===== config.mk =====
export PLATFORM = sky130hd
export DESIGN_NAME = mux4_arbiter_flat
export DESIGN_NICKNAME = d
export VERILOG_FILES = /design/src/rtl/mux4_arbiter_pkg.sv /design/src/rtl/mux4_arbiter_if.sv /design/src/rtl/mux4_arbiter_rr_pick.sv /design/src/rtl/mux4_arbiter.sv /design/src/flat_wrapper.sv
export SDC_FILE = /design/constraint.sdc
export NUM_CORES = 1
export LEC_CHECK = 0
export CAP_MARGIN = 10
export CORE_UTILIZATION = 25
export CTS_CLUSTER_SIZE = 12
export DETAILED_ROUTE_END_ITERATION = 6
export PLACE_DENSITY = 0.47
export SETUP_SLACK_MARGIN = 0.1
export SLEW_MARGIN = 20
export SYNTH_ARGS = -nofsm -noshare
export SYNTH_HDL_FRONTEND = slang
export SYNTH_SLANG_ARGS = --single-unit

===== constraint.sdc =====
create_clock -name clock -period 2.9 [get_ports clock]
set_clock_uncertainty 0.2 [all_clocks]
set_input_delay 0.58 -clock clock [delete_from_list [all_inputs] [get_ports clock]]
set_output_delay 0.58 -clock clock [all_outputs]
set_load 0.03 [all_outputs]

===== src/rtl/mux4_arbiter_pkg.sv =====
// mux4_arbiter_pkg
//   Shared definitions for the 4-way round-robin mux arbiter:
//   FSM state encodings, hold-counter width and a one-hot helper.
package mux4_arbiter_pkg;

    // FSM encodings (legacy-compatible plain constants)
    localparam logic [0:0] ST_IDLE  = 1'b0;  // no owner
    localparam logic [0:0] ST_GRANT = 1'b1;  // exactly one owner

    // Hold counter width; covers MAX_HOLD-1 for MAX_HOLD up to 16
    localparam int HOLD_W = 4;

    function automatic logic [3:0] idx_to_onehot(input logic [1:0] idx);
        return 4'b0001 << idx;
    endfunction

endpackage


===== src/rtl/mux4_arbiter_if.sv =====
// mux4_arbiter_if
//   Request/grant bundle between the requesters and the arbiter.
//   req   : 4-bit request vector, bit i = requester i wants the mux
//   grant : registered one-hot grant (zero when no owner)
//   sel   : registered 2-bit select for the external 4:1 mux
//   busy  : registered, equals |grant
//
// Handshake: req[i] is a level that the requester holds for as long as it
// wants the mux; grant[i] is the ready/ownership response and appears one
// edge after arbitration. Ownership ends at the edge after req[i] is seen
// low, or after MAX_HOLD consecutive grant cycles. There is no separate
// valid/ready pair: req acts as valid, grant acts as ready.
interface mux4_arbiter_if;
    logic [3:0] req;
    logic [3:0] grant;
    logic [1:0] sel;
    logic       busy;

    modport master (output req, input grant, input sel, input busy);
    modport slave  (input req, output grant, output sel, output busy);
endinterface


===== src/rtl/mux4_arbiter_rr_pick.sv =====
// rr_pick
//   Combinational circular priority search. Priority descends
//   ptr, ptr+1, ptr+2, ptr+3 (mod 4).
//   req : request vector        ptr : highest-priority index
//   idx : winning index         any : at least one request present
module rr_pick (
    input  logic [3:0] req,
    input  logic [1:0] ptr,
    output logic [1:0] idx,
    output logic       any
);

    logic [1:0] cand;

    always_comb begin
        idx  = ptr;
        cand = ptr;
        any  = |req;
        // Scan from the lowest priority back to ptr so the last hit,
        // i.e. the highest-priority set bit, is what remains in idx.
        for (int k = 3; k >= 0; k--) begin
            cand = ptr + 2'(k);
            if (req[cand]) begin
                idx = cand;
            end
        end
    end

endmodule


===== src/rtl/mux4_arbiter.sv =====
// mux4_arbiter
//   Round-robin arbiter for a shared 4:1 mux (the mux itself is external).
//   Ports:
//     clock        rising-edge clock
//     resetn       asynchronous active-low reset
//     bus          slave side of mux4_arbiter_if (req in; grant/sel/busy out)
//     dbg_state_o  FSM state (ST_IDLE / ST_GRANT)
//     dbg_ptr_o    round-robin pointer
//     dbg_hold_o   hold counter of the current owner
//   Parameter MAX_HOLD (2..16): maximum consecutive grant cycles per owner.
module mux4_arbiter
    import mux4_arbiter_pkg::*;
#(
    parameter int MAX_HOLD = 4
) (
    input  logic              clock,
    input  logic              resetn,
    mux4_arbiter_if.slave     bus,
    output logic [0:0]        dbg_state_o,
    output logic [1:0]        dbg_ptr_o,
    output logic [HOLD_W-1:0] dbg_hold_o
);

    logic [0:0]        state_q, state_d;
    logic [1:0]        ptr_q,   ptr_d;
    logic [HOLD_W-1:0] hold_q,  hold_d;
    logic [3:0]        grant_q, grant_d;
    logic [1:0]        sel_q,   sel_d;
    logic              busy_q,  busy_d;

    logic [1:0] ptr_next;
    logic [1:0] pick_ptr;
    logic [1:0] pick_idx;
    logic       pick_any;
    logic       release_now;

    // Pointer value after releasing the current owner (wraps 3 -> 0)
    assign ptr_next = sel_q + 2'd1;

    // While busy the arbiter only matters on release, and then it must use
    // the already-advanced pointer so the old owner becomes lowest priority.
    assign pick_ptr = (state_q == ST_GRANT) ? ptr_next : ptr_q;

    assign release_now = (state_q == ST_GRANT) &&
                         (!bus.req[sel_q] || (hold_q == HOLD_W'(MAX_HOLD - 1)));

    rr_pick u_rr_pick (
        .req (bus.req),
        .ptr (pick_ptr),
        .idx (pick_idx),
        .any (pick_any)
    );

    always_comb begin
        state_d = state_q;
        ptr_d   = ptr_q;
        hold_d  = hold_q;
        grant_d = grant_q;
        sel_d   = sel_q;
        busy_d  = busy_q;

        case (state_q)
            ST_IDLE: begin
                if (pick_any) begin
                    state_d = ST_GRANT;
                    sel_d   = pick_idx;
                    grant_d = idx_to_onehot(pick_idx);
                    busy_d  = 1'b1;
                    hold_d  = '0;
                end else begin
                    grant_d = '0;
                    busy_d  = 1'b0;
                end
            end
            ST_GRANT: begin
                if (release_now) begin
                    ptr_d  = ptr_next;
                    hold_d = '0;
                    if (pick_any) begin
                        // Hand over at the same edge, no idle gap
                        sel_d   = pick_idx;
                        grant_d = idx_to_onehot(pick_idx);
                    end else begin
                        state_d = ST_IDLE;
                        grant_d = '0;
                        busy_d  = 1'b0;
                    end
                end else begin
                    hold_d = hold_q + 1'b1;
                end
            end
            default: begin
                state_d = ST_IDLE;
                grant_d = '0;
                busy_d  = 1'b0;
            end
        endcase
    end

    always_ff @(posedge clock or negedge resetn) begin
        if (!resetn) begin
            state_q <= ST_IDLE;
            ptr_q   <= '0;
            hold_q  <= '0;
            grant_q <= '0;
            sel_q   <= '0;
            busy_q  <= 1'b0;
        end else begin
            state_q <= state_d;
            ptr_q   <= ptr_d;
            hold_q  <= hold_d;
            grant_q <= grant_d;
            sel_q   <= sel_d;
            busy_q  <= busy_d;
        end
    end

    assign bus.grant   = grant_q;
    assign bus.sel     = sel_q;
    assign bus.busy    = busy_q;
    assign dbg_state_o = state_q;
    assign dbg_ptr_o   = ptr_q;
    assign dbg_hold_o  = hold_q;

endmodule


===== src/flat_wrapper.sv =====
// flat-port wrapper written by rule: the top's interface ports become plain ports
module mux4_arbiter_flat import mux4_arbiter_pkg::*;
#(
    parameter int MAX_HOLD = 4
)
  (clock, resetn, dbg_state_o, dbg_ptr_o, dbg_hold_o, bus_req, bus_grant, bus_sel, bus_busy);
  mux4_arbiter_if bus_i ();
  input  logic clock;
  input  logic resetn;
  output logic [0:0] dbg_state_o;
  output logic [1:0] dbg_ptr_o;
  output logic [HOLD_W-1:0] dbg_hold_o;
  input wire logic [$bits(bus_i.req)-1:0] bus_req;
  output wire logic [$bits(bus_i.grant)-1:0] bus_grant;
  output wire logic [$bits(bus_i.sel)-1:0] bus_sel;
  output wire logic [$bits(bus_i.busy)-1:0] bus_busy;
  assign bus_i.req = bus_req;
  assign bus_grant = bus_i.grant;
  assign bus_sel = bus_i.sel;
  assign bus_busy = bus_i.busy;
  mux4_arbiter #(.MAX_HOLD(MAX_HOLD)) u_core (.clock(clock), .resetn(resetn), .bus(bus_i), .dbg_state_o(dbg_state_o), .dbg_ptr_o(dbg_ptr_o), .dbg_hold_o(dbg_hold_o));
endmodule

* Word level (Yosys, flattened, before mapping) *
Cells that the tools add are included.
Widths: inputs -> output; s select.

operators by class
  equal/unequal tests = 4
  reductions and logical operators = 6
  muxes and demuxes = 30
  bitwise gates (word level) = 1
  add/sub/neg operators = 5
  $lt $le $gt $ge = 5
  shift operators = 1

operators with widths
  operator             count
  $mux 4               4
  $pmux 4 s2           2
  $lt 2x3->1 const B   5
  $mux 2               7
  $bmux 1 s2           5
  $mux 1               9
  $add 2x1->2 const B  2
  $add 2x2->2 const B  2
  $add 4x1->4 const B  1
  $eq 4x2->1 const B   1
  $ne 2x2->1 const B   2
  $pmux 1 s2           2
  $pmux 2 s2           1
  $reduce_and 2->1     2
  $reduce_or 4->1      1
  $shl 1x2->4 const A  1
  $ne 2x1->1 const B   1
  $logic_and 1x1->1    1
  $logic_not 1->1      1
  $logic_or 1x1->1     1
  $not 1->1            1

storage, ports and cells
  logic and storage cells = 58
  input port bits = 6
  bits in registers = 14
  output and inout bits = 14

* Depth between registers and ports, before layout *
Gate-level depths: netlist of run 1.

  word-level depth = 13
  gate-level depth with buffers = 7
  mapped depth without buffers = 6

* Cells and area by module *
Synthesis of run 1 repeated with hierarchy kept, for this count alone.

unflattened totals
  cells, all modules = 87
  area total of the unflattened synthesis = 872.1 um^2

by module, submodules not included
  module        cells each  area each (um^2)  instances  seq. area each (um^2)
  mux4_arbiter  71          772.0             1          350.3
  rr_pick       16          100.1             1          0.0

* Worst setup path after synthesis of run 1 *
Ideal clock, no wire load.

  path type = register -> register
  start point = register u_core.hold_q[0] (netlist: u_core.dbg_hold_o[0])
  end point = register u_core.sel_q[0] (netlist: u_core.bus.sel[0])
  buffers on the path = 1
  setup time = 0.128 ns
  data required time = 2.572 ns
  period minus slack after synthesis = 2.227 ns
  path slack = 0.673 ns
  data arrival time = 1.900 ns
  stages on the path, launching flop included = 7
  path through = dfrtp_1 -> ha_1 -> or3b_2 -> nand3_2 -> and2_1 -> buf_6 -> mux2_1

on the way
  longest elaborated chain between the ends = 4

ends and longest elaborated chain
  element                 line                 RTL
  start, declared         mux4_arbiter.sv:26   logic [HOLD_W-1:0] hold_q, hold_d;
  start signal, assigned  mux4_arbiter.sv:111  hold_q <= hold_d;
  $eq 4x2->1              mux4_arbiter.sv:45   (!bus.req[sel_q] || (hold_q == HOLD_W'(MAX_HOLD - 1)));
  $logic_or 1x1->1        mux4_arbiter.sv:45
  $logic_and 1x1->1       mux4_arbiter.sv:44   assign release_now = (state_q == ST_GRANT) &&
  $ne 2x2->1 (no line)    n/a
  end signal, assigned    mux4_arbiter.sv:113  sel_q <= sel_d;
  end, declared           mux4_arbiter.sv:28   logic [1:0] sel_q, sel_d;

Every way passes these cells.
A chain may end at the register's enable or synchronous reset.

* Worst setup path after layout of run 1 *
  start point = register u_core.state_q (netlist: u_core.dbg_state_o)
  end point = output dbg_state_o

RTL lines
  element                 line                 RTL
  start, declared         mux4_arbiter.sv:24   logic [0:0] state_q, state_d;
  start signal, assigned  mux4_arbiter.sv:109  state_q <= state_d;
  end, declared           flat_wrapper.sv:10   output logic [0:0] dbg_state_o;

No word-level cell between the ends.

==> flow_metrics.py, run 1 <==
metrics = {
    "detailed_routing": {
        "vias_per_cell": 4.783,
        "dr.pass1.iters": 4,
        "drc": 0,
        "wl_met1_microns": 885,
        "avgRoutedWirePerCell_microns": 12.33,
        "vias": 684,
        "drt_wl_total_microns": 1763,
        "top_layer": "met4",
        "wl_met3_microns": 86,
        "wl_met2_microns": 764,
        "final_antenna_net_count": 0,
        "drt_iter0_drc": 15,
    },
    "worst_setup_path": {
        "crit_slowest_cell": "clkdlybuf4s50_1",
        "cp_top_family": "buffers and inverters",
        "cp.arrival_ns": 1.64,
        "crit_buf_inv": 1,
        "r2r-start": "u_core.dbg_hold_o[0]",
        "crit_fanout": 15,
        "start_kind": "flip-flop",
        "critPathLaunch": "u_core.dbg_state_o",
        "worstSetupPathType": "reg -> out",
        "cp_cell_sequence": "clkdlybuf4s50_1",
        "worstPathRequired_ns": 2.12,
        "crit_path_max_incr_delay_ns": 0.75,
        "crit_path_end_kind": "primary output",
    },
    "pwr": {
        "pwr-share-clk_pct": 13.2,
        "p_sw_mw": 0.4743,
        "power_frac_comb_pct": 54.6,
        "seqPwrFrac_pct": 32.1,
        "p_leak_nw": 0.4116,
        "p_per_area_mw_per_mm2": 1023,
        "peakVddDrop_v": 0.0003721,
        "swShare_pct": 44.09,
        "internal_power_mw": 0.6014,
    },
    "timing": {
        "fin_setup_tns_ns": 0,
        "fin_crit_sh_pct": 83.62,
        "rsz0062_at_grt": "false",
        "fin_crit_ns": 2.425,
        "relSlewSlack_pct": 58.01,
        "hold_viol_final": 0,
        "maxSlewViolCount": 0,
        "worstMarginPinSlew_ns": 0.6278,
        "setup_violations": 0,
        "max_clock_freq_mhz": 412.4,
        "timing.hold.ws_ns": 0.2913,
    },
    "synthesis": {
        "ys_seq_area_share_pct": 43.96,
        "syn_avg_cell_area_sq_um": 9.963,
        "async_flop_share_pct": 100.0,
        "synth_nets": 87,
        "ys_seq_elements": 14,
        "yosysUniqueCellTypes": 40,
        "synth_flop_cell": "dfrtp_1",
        "synth_edf_count": 0,
        "ys.warnings.count": 0,
        "synthCells": 80,
        "netlist_area_sq_um": 797.0,
    },
    "finish": {
        "drive_gt1_share_pct": 11.11,
        "layoutNonFillerInstCount": 143,
        "diodes": 0,
        "n_fill_cell": 320,
        "finish.instance_area_sq_mm": 0.001051,
        "syn_to_final_growth_pct": 31.87,
        "finalNetCount": 107,
    },
    "clock_tree": {
        "cts-root-buf": "clkbuf_4",
        "cts_sinks": 14,
        "cts_max_path_buffers": 2,
        "numCtsBuffers": 3,
        "htreeDepth": 1,
        "cts.clk_slew.worst_paths_ns": 0.09,
        "clock_latency_ns": 0.28,
        "ctsHoldBuffers": 0,
        "cts_tree": "yes",
        "ctsResizeCount": 0,
        "postCtsSetupRepairBufs": 0,
    },
    "hold_path": {
        "hold_path_class": "reg -> reg",
        "min_from": "u_core.bus.busy",
    },
    "place": {
        "place.gp.congestion": 0.8586,
        "dpl.cell_count": 139,
        "placed_area_sq_mm": 0.001015,
        "hpwl_microns": 1339,
        "io_buffers": 19,
    },
    "floorplanning": {
        "die-height_microns": 58.46,
        "die_area_sq_mm": 0.003418,
        "die_x_microns": 58.46,
        "core-area_sq_mm": 0.003028,
        "placementRows": 20,
        "start_util_pct": 26.32,
        "io-pin-count": 20,
    },
    "global_routing": {
        "grt_pass1_vias": 655,
        "antenna_found_initial": 0,
        "grt-ovfl-total": 0,
        "grt_util_all_layers_pct": 11.93,
        "grt_max_degree": 16,
        "grt_pass1_wl_microns": 3042,
    },
    "status": {
        "status": "complete, no violations",
    },
    "run": {
        "drv_cap": 0,
    },
}
[power by group through the flow]
| stage | sequential [mW] | combinational, mW | clock [mW] |
|---|---|---|---|
| detailed placement | 0.350 | 0.592 | 0 |
| floorplan | 0.446 | 0.311 | 0 |
| CTS | 0.347 | 0.595 | 0.144 |
| finish | 0.346 | 0.587 | 0.142 |
| global placement | 0.351 | 0.592 | 0 |
| global route | 0.360 | 0.649 | 0.157 |
[synth_stat cells, types with 2 or more instances]
cell,instances,area share (%)
dfrtp_1,14,44
nand2_1,6,2.8
nor2_1,6,2.8
a21oi_1,5,3.1
o21ai_0,4,2.5
nand2b_1,3,2.4
o21ai_1,3,1.9
a31oi_1,2,1.6
a32o_1,2,2.5
inv_1,2,0.94
nor2b_1,2,1.6
o211ai_1,2,1.9
o21a_1,2,1.9
[flip-flops by register name, summed over array words and instances, names as in the netlist]
signal / flops
u_core.dbg_ptr_o: 2
u_core.bus.busy: 1
u_core.bus.grant: 4
u_core.dbg_hold_o: 4
u_core.dbg_state_o: 1
u_core.bus.sel: 2
[cell usage in the layout (no fill, tap or decap), drive strengths merged, types with 2 or more instances in the layout]
cell           netlist  final
clkdlybuf4s50        0     19
a21oi                5      5
nor2                 6      6
a32o                 2      2
nand2                6      6
dfrtp               14     14
nand2b               3      3
o21ai                7      7
nor2b                2      2
o21a                 2      2
or3b                 2      2
a31oi                2      2
inv                  3      3
o211ai               2      2
clkbuf               1      4
[area by class of cell]
class	count	area (sq um)	area share, %
repair buffers	19	190.2	18.10
flip-flops and latches	14	350.3	33.33
well taps	44	55.05	5.238
clock buffers	4	36.28	3.452
inverters	3	11.26	1.071
multi-input cells	59	407.9	38.81
[path summary, 6_finish.rpt]
path,end,slack [ns],depth (start not counted)
max in group asynchronous,u_core.bus.grant[2],1.61,1
hold / removal,u_core.bus.busy,0.29,1
setup reg to reg,u_core.bus.sel[0],0.75,5
setup / recovery,dbg_state_o,0.48,1
hold reg to reg,u_core.bus.busy,0.29,1
min in group asynchronous,u_core.bus.grant[3],0.49,1
[per-stage QoR]
| stage | power, mW | util [%] | setup slack [ns] |
|---|---|---|---|
| 3_3_place_gp | 0.9432 | 33.51 | 0.2529 |
| 2_1_floorplan | 0.7576 | - | 0.6727 |
| 5_1_grt | 1.166 | 34.71 | 0.3938 |
| 6_report | 1.076 | 34.71 | 0.4751 |
| 4_1_cts | 1.086 | 34.71 | 0.4743 |
| 3_5_place_dp | 0.9427 | 33.51 | 0.2301 |
[metal layers]
metal	vias up	GRT usage, %
li1	334	-
met1	326	17.13
met2	22	16.26
met3	2	2.198
met5	-	0
met4	0	7.823
[logic make-up after synthesis]
logic type | Yosys count | synth area share, %
flops | 14 | 43.96
fa+ha+maj | 1 | 1.570
xor+xnor | 1 | 1.099
compound gates | 27 | 23.55
buf+inv | 7 | 4.866
mux | 2 | 4.238
simple gates | 28 | 20.72
(Power assumes the default switching activity.)
==> run 2, diff against run 1 <==
--- a/config.mk
+++ b/config.mk
@@ -9,7 +9,7 @@
 export CORE_UTILIZATION = 25
 export CTS_CLUSTER_SIZE = 12
 export DETAILED_ROUTE_END_ITERATION = 6
-export PLACE_DENSITY = 0.47
+export PLACE_DENSITY = 0.49
 export SETUP_SLACK_MARGIN = 0.1
 export SLEW_MARGIN = 20
 export SYNTH_ARGS = -nofsm -noshare
==> constraint.sdc (replaced) <==
create_clock -name clock -period 2 [get_ports clock]
set_clock_uncertainty 0.2 [all_clocks]
set_input_delay 0.4 -clock clock [delete_from_list [all_inputs] [get_ports clock]]
set_output_delay 0.4 -clock clock [all_outputs]
set_load 0.03 [all_outputs]
==> flow_metrics.py, run 2 (synthesized netlist as in run 1, its figures left out) <==
metrics = {
    "global_routing": {
        "use_met3_pct": 5.055,
        "busiest_layer": "met2",
        "grt_pass1_vias": 720,
        "antenna_found_initial": 0,
        "gr-usage-met1_pct": 16.76,
        "grt_use_met2_pct": 19.87,
        "grt_max_degree": 15,
        "grt-ovfl-total": 0,
        "grt_util_all_layers_pct": 12.84,
        "grt_pass1_wl_microns": 3249,
    },
    "floorplanning": {
        "die-height_microns": 58.46,
        "start_util_pct": 26.32,
        "core-area_sq_mm": 0.003028,
        "placementRows": 20,
        "die_area_sq_mm": 0.003418,
        "die_x_microns": 58.46,
        "io-pin-count": 20,
    },
    "worst_setup_path": {
        "reg2reg_slack_ns": 0.05,
        "crit_path_end_kind": "flip-flop",
        "worstPathRequired_ns": 1.97,
        "start_kind": "flip-flop",
        "r2r_end": "u_core.bus.grant[3]",
        "cp_cell_sequence": "nor2b_1 > o311a_1 > or4_4 > a32o_1",
        "r2r-start": "u_core.dbg_ptr_o[0]",
        "crit_slowest_cell": "or4_4",
        "cp.arrival_ns": 1.92,
        "crit_path_max_incr_delay_ns": 0.52,
        "rr_worst_depth": 4,
        "worstSetupPathType": "reg -> reg",
        "crit_fanout": 4,
    },
    "detailed_routing": {
        "vias": 736,
        "vias_per_cell": 4.571,
        "drc": 0,
        "drt_iter0_drc": 17,
        "avgRoutedWirePerCell_microns": 12.66,
        "dr.pass1.iters": 6,
        "final_antenna_net_count": 0,
        "drt_wl_total_microns": 2038,
    },
    "clock_tree": {
        "cts_tree": "yes",
        "ctsHoldBuffers": 0,
        "cts_sinks": 14,
        "htreeDepth": 1,
        "numCtsBuffers": 3,
        "cts.clk_slew.worst_paths_ns": 0.09,
        "clock_latency_ns": 0.28,
        "cts-root-buf": "clkbuf_4",
        "cts_max_path_buffers": 2,
    },
    "place": {
        "hpwl_microns": 1497,
        "dpl.cell_count": 155,
        "pre_cts_slack_ns": -0.4684,
        "io_buffers": 19,
        "place.gp.congestion": 0.8615,
        "placed_area_sq_mm": 0.001164,
    },
    "pwr": {
        "seqPwrFrac_pct": 29.0,
        "pwr-share-clk_pct": 11.7,
        "peakVddDrop_v": 0.0006057,
        "swShare_pct": 43.71,
        "power_frac_comb_pct": 59.3,
        "p_leak_nw": 0.5483,
        "internal_power_mw": 0.9819,
        "p_per_area_mw_per_mm2": 1417,
        "p_sw_mw": 0.7625,
    },
    "timing": {
        "setup_slack_ns": 0.05448,
        "fin_crit_sh_pct": 97.28,
        "max_clock_freq_mhz": 514.0,
        "fin_crit_ns": 1.946,
        "maxSlewViolCount": 0,
        "worstMarginPinSlew_ns": 0.3836,
        "hold_viol_final": 0,
        "setup_violations": 0,
        "rsz0062_at_grt": "true",
        "relSlewSlack_pct": 74.43,
    },
    "finish": {
        "layoutNonFillerInstCount": 161,
        "drive_gt1_share_pct": 38.46,
        "diodes": 0,
        "layout_common_cells": "buf_4 (18), dlygate4sd2_1 (17), dfrtp_1 (8)",
        "syn_to_final_growth_pct": 54.47,
        "finish.instance_area_sq_mm": 0.001231,
        "final_util_pct": 40.66,
        "n_fill_cell": 307,
        "mostFrequentLayoutCell": "buf_4",
        "finalNetCount": 125,
    },
    "hold_path": {
        "hold_path_class": "in -> async",
    },
    "status": {
        "status": "complete, no violations",
    },
    "run": {
        "drv_cap": 0,
    },
}
==> run 2: worst max-delay path by stage <==
stage / from / endpoint / slack (ns)
after floorplan: u_core.bus.sel[0] / u_core.bus.sel[0] / -0.04
after global placement: bus_req[0] / u_core.bus.grant[3] / -0.46
after detailed placement: bus_req[0] / u_core.bus.grant[3] / -0.47
after CTS: u_core.bus.sel[0] / u_core.bus.grant[3] / 0.03
after global routing: u_core.dbg_ptr_o[0] / u_core.bus.grant[3] / -0.01
final: u_core.dbg_ptr_o[0] / u_core.bus.grant[3] / 0.05
==> run 2: routing by layer <==
metal  up-vias  routed length, microns  part of all wire (%)
li1        373                       -                     -
met1       350                     991                    49
met2        11                     977                    48
met3         2                      52                   2.6
met4         0                      17                  0.83
met5         -                       0                     0
==> run 2: final cells by class <==
class | instances | area (sq um) | share of cell area (%)
Sequential cell | 14 | 357.8 | 29.07
Multi-Input combinational cell | 59 | 471.7 | 38.31
Tap cell | 44 | 55.05 | 4.472
Clock buffer | 4 | 36.28 | 2.947
Timing Repair Buffer | 37 | 299.0 | 24.29
Inverter | 3 | 11.26 | 0.9146
==> run 2: metrics by stage <==
step	TNS, ns	power [mW]	hold slack [ns]
2_1_floorplan	-0.03924	1.165	-0.09559
3_3_place_gp	-3.772	1.528	0.2666
3_5_place_dp	-3.897	1.528	0.2724
4_1_cts	0	1.707	0.2279
5_1_grt	-0.01251	1.886	0.2275
6_report	0	1.744	0.2309
==> run 2: power by group through the flow <==
stage	sequential, mW	clock, mW	combinational, mW
2_1_floorplan	0.667	0	0.498
3_3_place_gp	0.510	0	1.02
3_5_place_dp	0.510	0	1.02
4_1_cts	0.502	0.215	0.991
5_1_grt	0.528	0.233	1.12
6_report	0.506	0.204	1.03
==> run 2: critical path: cells and delay by family (launching register included) <==
| kind | cells | cell delay [ns] |
|---|---|---|
| DFF | 1 | 0.43 |
| and+or+nand+nor | 2 | 0.65 |
| AOI/OAI and AO/OA | 2 | 0.57 |
==> run 2: timing repair <==
| action | CTS | global route |
|---|---|---|
| endpoints found under the setup margin | 24 | 7 |
| buffers inserted | 1 | 1 |
| pin swaps | 3 | 5 |
| resized for setup | 22 | 7 |
==> run 3, diff against run 2 <==
--- a/config.mk
+++ b/config.mk
@@ -9,6 +9,7 @@
 export CORE_UTILIZATION = 25
 export CTS_CLUSTER_SIZE = 12
 export DETAILED_ROUTE_END_ITERATION = 6
+export MAX_ROUTING_LAYER = met4
 export PLACE_DENSITY = 0.49
 export SETUP_SLACK_MARGIN = 0.1
 export SLEW_MARGIN = 20
==> flow_metrics.py, run 3 (synthesized netlist as in run 1, its figures left out) <==
metrics = {
    "worst_setup_path": {
        "crit_path_end_kind": "flip-flop",
        "reg2reg_slack_ns": 0.01,
        "cp.arrival_ns": 1.96,
        "r2r-start": "u_core.dbg_ptr_o[0]",
        "start_kind": "flip-flop",
        "crit_slowest_cell": "or4_4",
        "worstSetupPathType": "reg -> reg",
        "cp_top_family": "simple AND/OR/NAND/NOR gates",
        "crit_path_max_incr_delay_ns": 0.54,
        "rr_worst_depth": 4,
        "crit_fanout": 4,
        "r2r_end": "u_core.bus.grant[3]",
        "worstSetupPathDepth": 4,
        "crit_buf_inv": 0,
        "worstPathRequired_ns": 1.97,
        "cp_cell_sequence": "nor2b_1 > o311a_1 > or4_4 > a32o_1",
    },
    "hold_path": {
        "hold_path_class": "in -> async",
    },
    "place": {
        "pre_cts_slack_ns": -0.4429,
        "io_buffers": 19,
        "hpwl_microns": 1568,
        "dpl.cell_count": 156,
        "placed_area_sq_mm": 0.001171,
        "place.gp.congestion": 0.8213,
    },
    "clock_tree": {
        "htreeDepth": 1,
        "cts_max_path_buffers": 2,
        "cts_tree": "yes",
        "clock_latency_ns": 0.28,
        "numCtsBuffers": 3,
        "ctsHoldBuffers": 0,
        "cts_sinks": 14,
        "cts.clk_slew.worst_paths_ns": 0.09,
        "cts-root-buf": "clkbuf_4",
    },
    "floorplanning": {
        "start_util_pct": 26.32,
        "die-height_microns": 58.46,
        "core-area_sq_mm": 0.003028,
        "placementRows": 20,
        "die_area_sq_mm": 0.003418,
        "die_x_microns": 58.46,
        "io-pin-count": 20,
    },
    "run": {
        "drv_cap": 0,
    },
    "detailed_routing": {
        "drt_wl_total_microns": 2050,
        "dr.pass1.iters": 6,
        "drt_iter0_drc": 20,
        "vias": 760,
        "drc": 2,
        "vias_per_cell": 4.606,
        "avgRoutedWirePerCell_microns": 12.42,
        "final_antenna_net_count": 0,
    },
    "timing": {
        "max_clock_freq_mhz": 503.3,
        "fin_setup_tns_ns": 0,
        "setup_slack_ns": 0.01299,
        "maxSlewViolCount": 0,
        "hold_viol_final": 0,
        "rsz0062_at_grt": "true",
        "relSlewSlack_pct": 72.51,
        "setup_violations": 0,
        "worstMarginPinSlew_ns": 0.4124,
        "fin_crit_ns": 1.987,
        "fin_crit_sh_pct": 99.35,
        "timing.hold.ws_ns": 0.2387,
    },
    "pwr": {
        "p_leak_nw": 0.5748,
        "power_mw": 1.806,
        "p_per_area_mw_per_mm2": 1441,
        "peakVddDrop_v": 0.0006281,
    },
    "finish": {
        "layoutNonFillerInstCount": 165,
        "n_fill_cell": 311,
        "final_util_pct": 41.40,
        "drive_gt1_share_pct": 42.15,
        "layout_common_cells": "buf_4 (21), dlygate4sd2_1 (15), dfrtp_1 (7), dfrtp_2 (7), nor2_1 (6)",
        "diodes": 0,
        "finish.instance_area_sq_mm": 0.001254,
        "mostFrequentLayoutCell": "buf_4",
        "syn_to_final_growth_pct": 57.30,
        "finalNetCount": 129,
        "multiInputGateArea_sq_um": 459.2,
        "seq_area_sq_um": 359.1,
    },
    "status": {
        "status": "finished, violations left",
        "violations": "design-rule violations",
    },
    "global_routing": {
        "grt_pass1_vias": 760,
        "grt_util_all_layers_pct": 14.29,
        "antenna_found_initial": 0,
        "grt_pass1_wl_microns": 3512,
        "grt_max_degree": 15,
        "grt-ovfl-total": 0,
    },
}
==> run 3: final cells by class <==
cell class,count,area share [%]
Inverter,3,0.8982
Multi-Input combinational cell,59,36.63
Tap cell,44,4.391
Clock buffer,4,2.894
Timing Repair Buffer,41,26.55
Sequential cell,14,28.64
==> run 3: repair_timing <==
action,CTS,global route
endpoints found under the setup margin,23,7
pin swaps,4,5
setup buffers,1,4
resized for setup,20,11
==> run 3: how the worst max path moves through the flow <==
stage                              from                  end  slack (ns)
floorplan             u_core.bus.sel[0]    u_core.bus.sel[0]       -0.04
global placement             bus_req[0]  u_core.bus.grant[3]       -0.42
detailed placement           bus_req[0]  u_core.bus.grant[3]       -0.44
CTS                 u_core.dbg_ptr_o[0]  u_core.bus.grant[3]        0.03
global route        u_core.dbg_ptr_o[0]  u_core.bus.grant[3]      -0.009
finish              u_core.dbg_ptr_o[0]  u_core.bus.grant[3]        0.01
==> run 3: routing by layer <==
| layer | track usage, % | vias up | share of wire [%] |
|---|---|---|---|
| met5 | - | - | 0 |
| met4 | 4.082 | 0 | 0 |
| met3 | 4.615 | 0 | 1.0 |
| met2 | 21.84 | 11 | 51 |
| met1 | 18.13 | 364 | 48 |
| li1 | - | 385 | - |
==> run 3: worst reg2reg max path: cells and delay by family (launching register included) <==
kind / cells / cell delay, ns
AND/OR/NAND/NOR: 2 / 0.67
AO/OA/AOI/OAI: 2 / 0.58
flip-flops: 1 / 0.43
==> run 3: power breakdown <==
part	switching (mW)	leakage [nW]	internal (mW)	total [mW]
sequential	0.119	0.165	0.392	0.511
combinational	0.557	0.389	0.531	1.09
clock	0.0972	0.0210	0.111	0.208
total	0.773	0.575	1.03	1.81
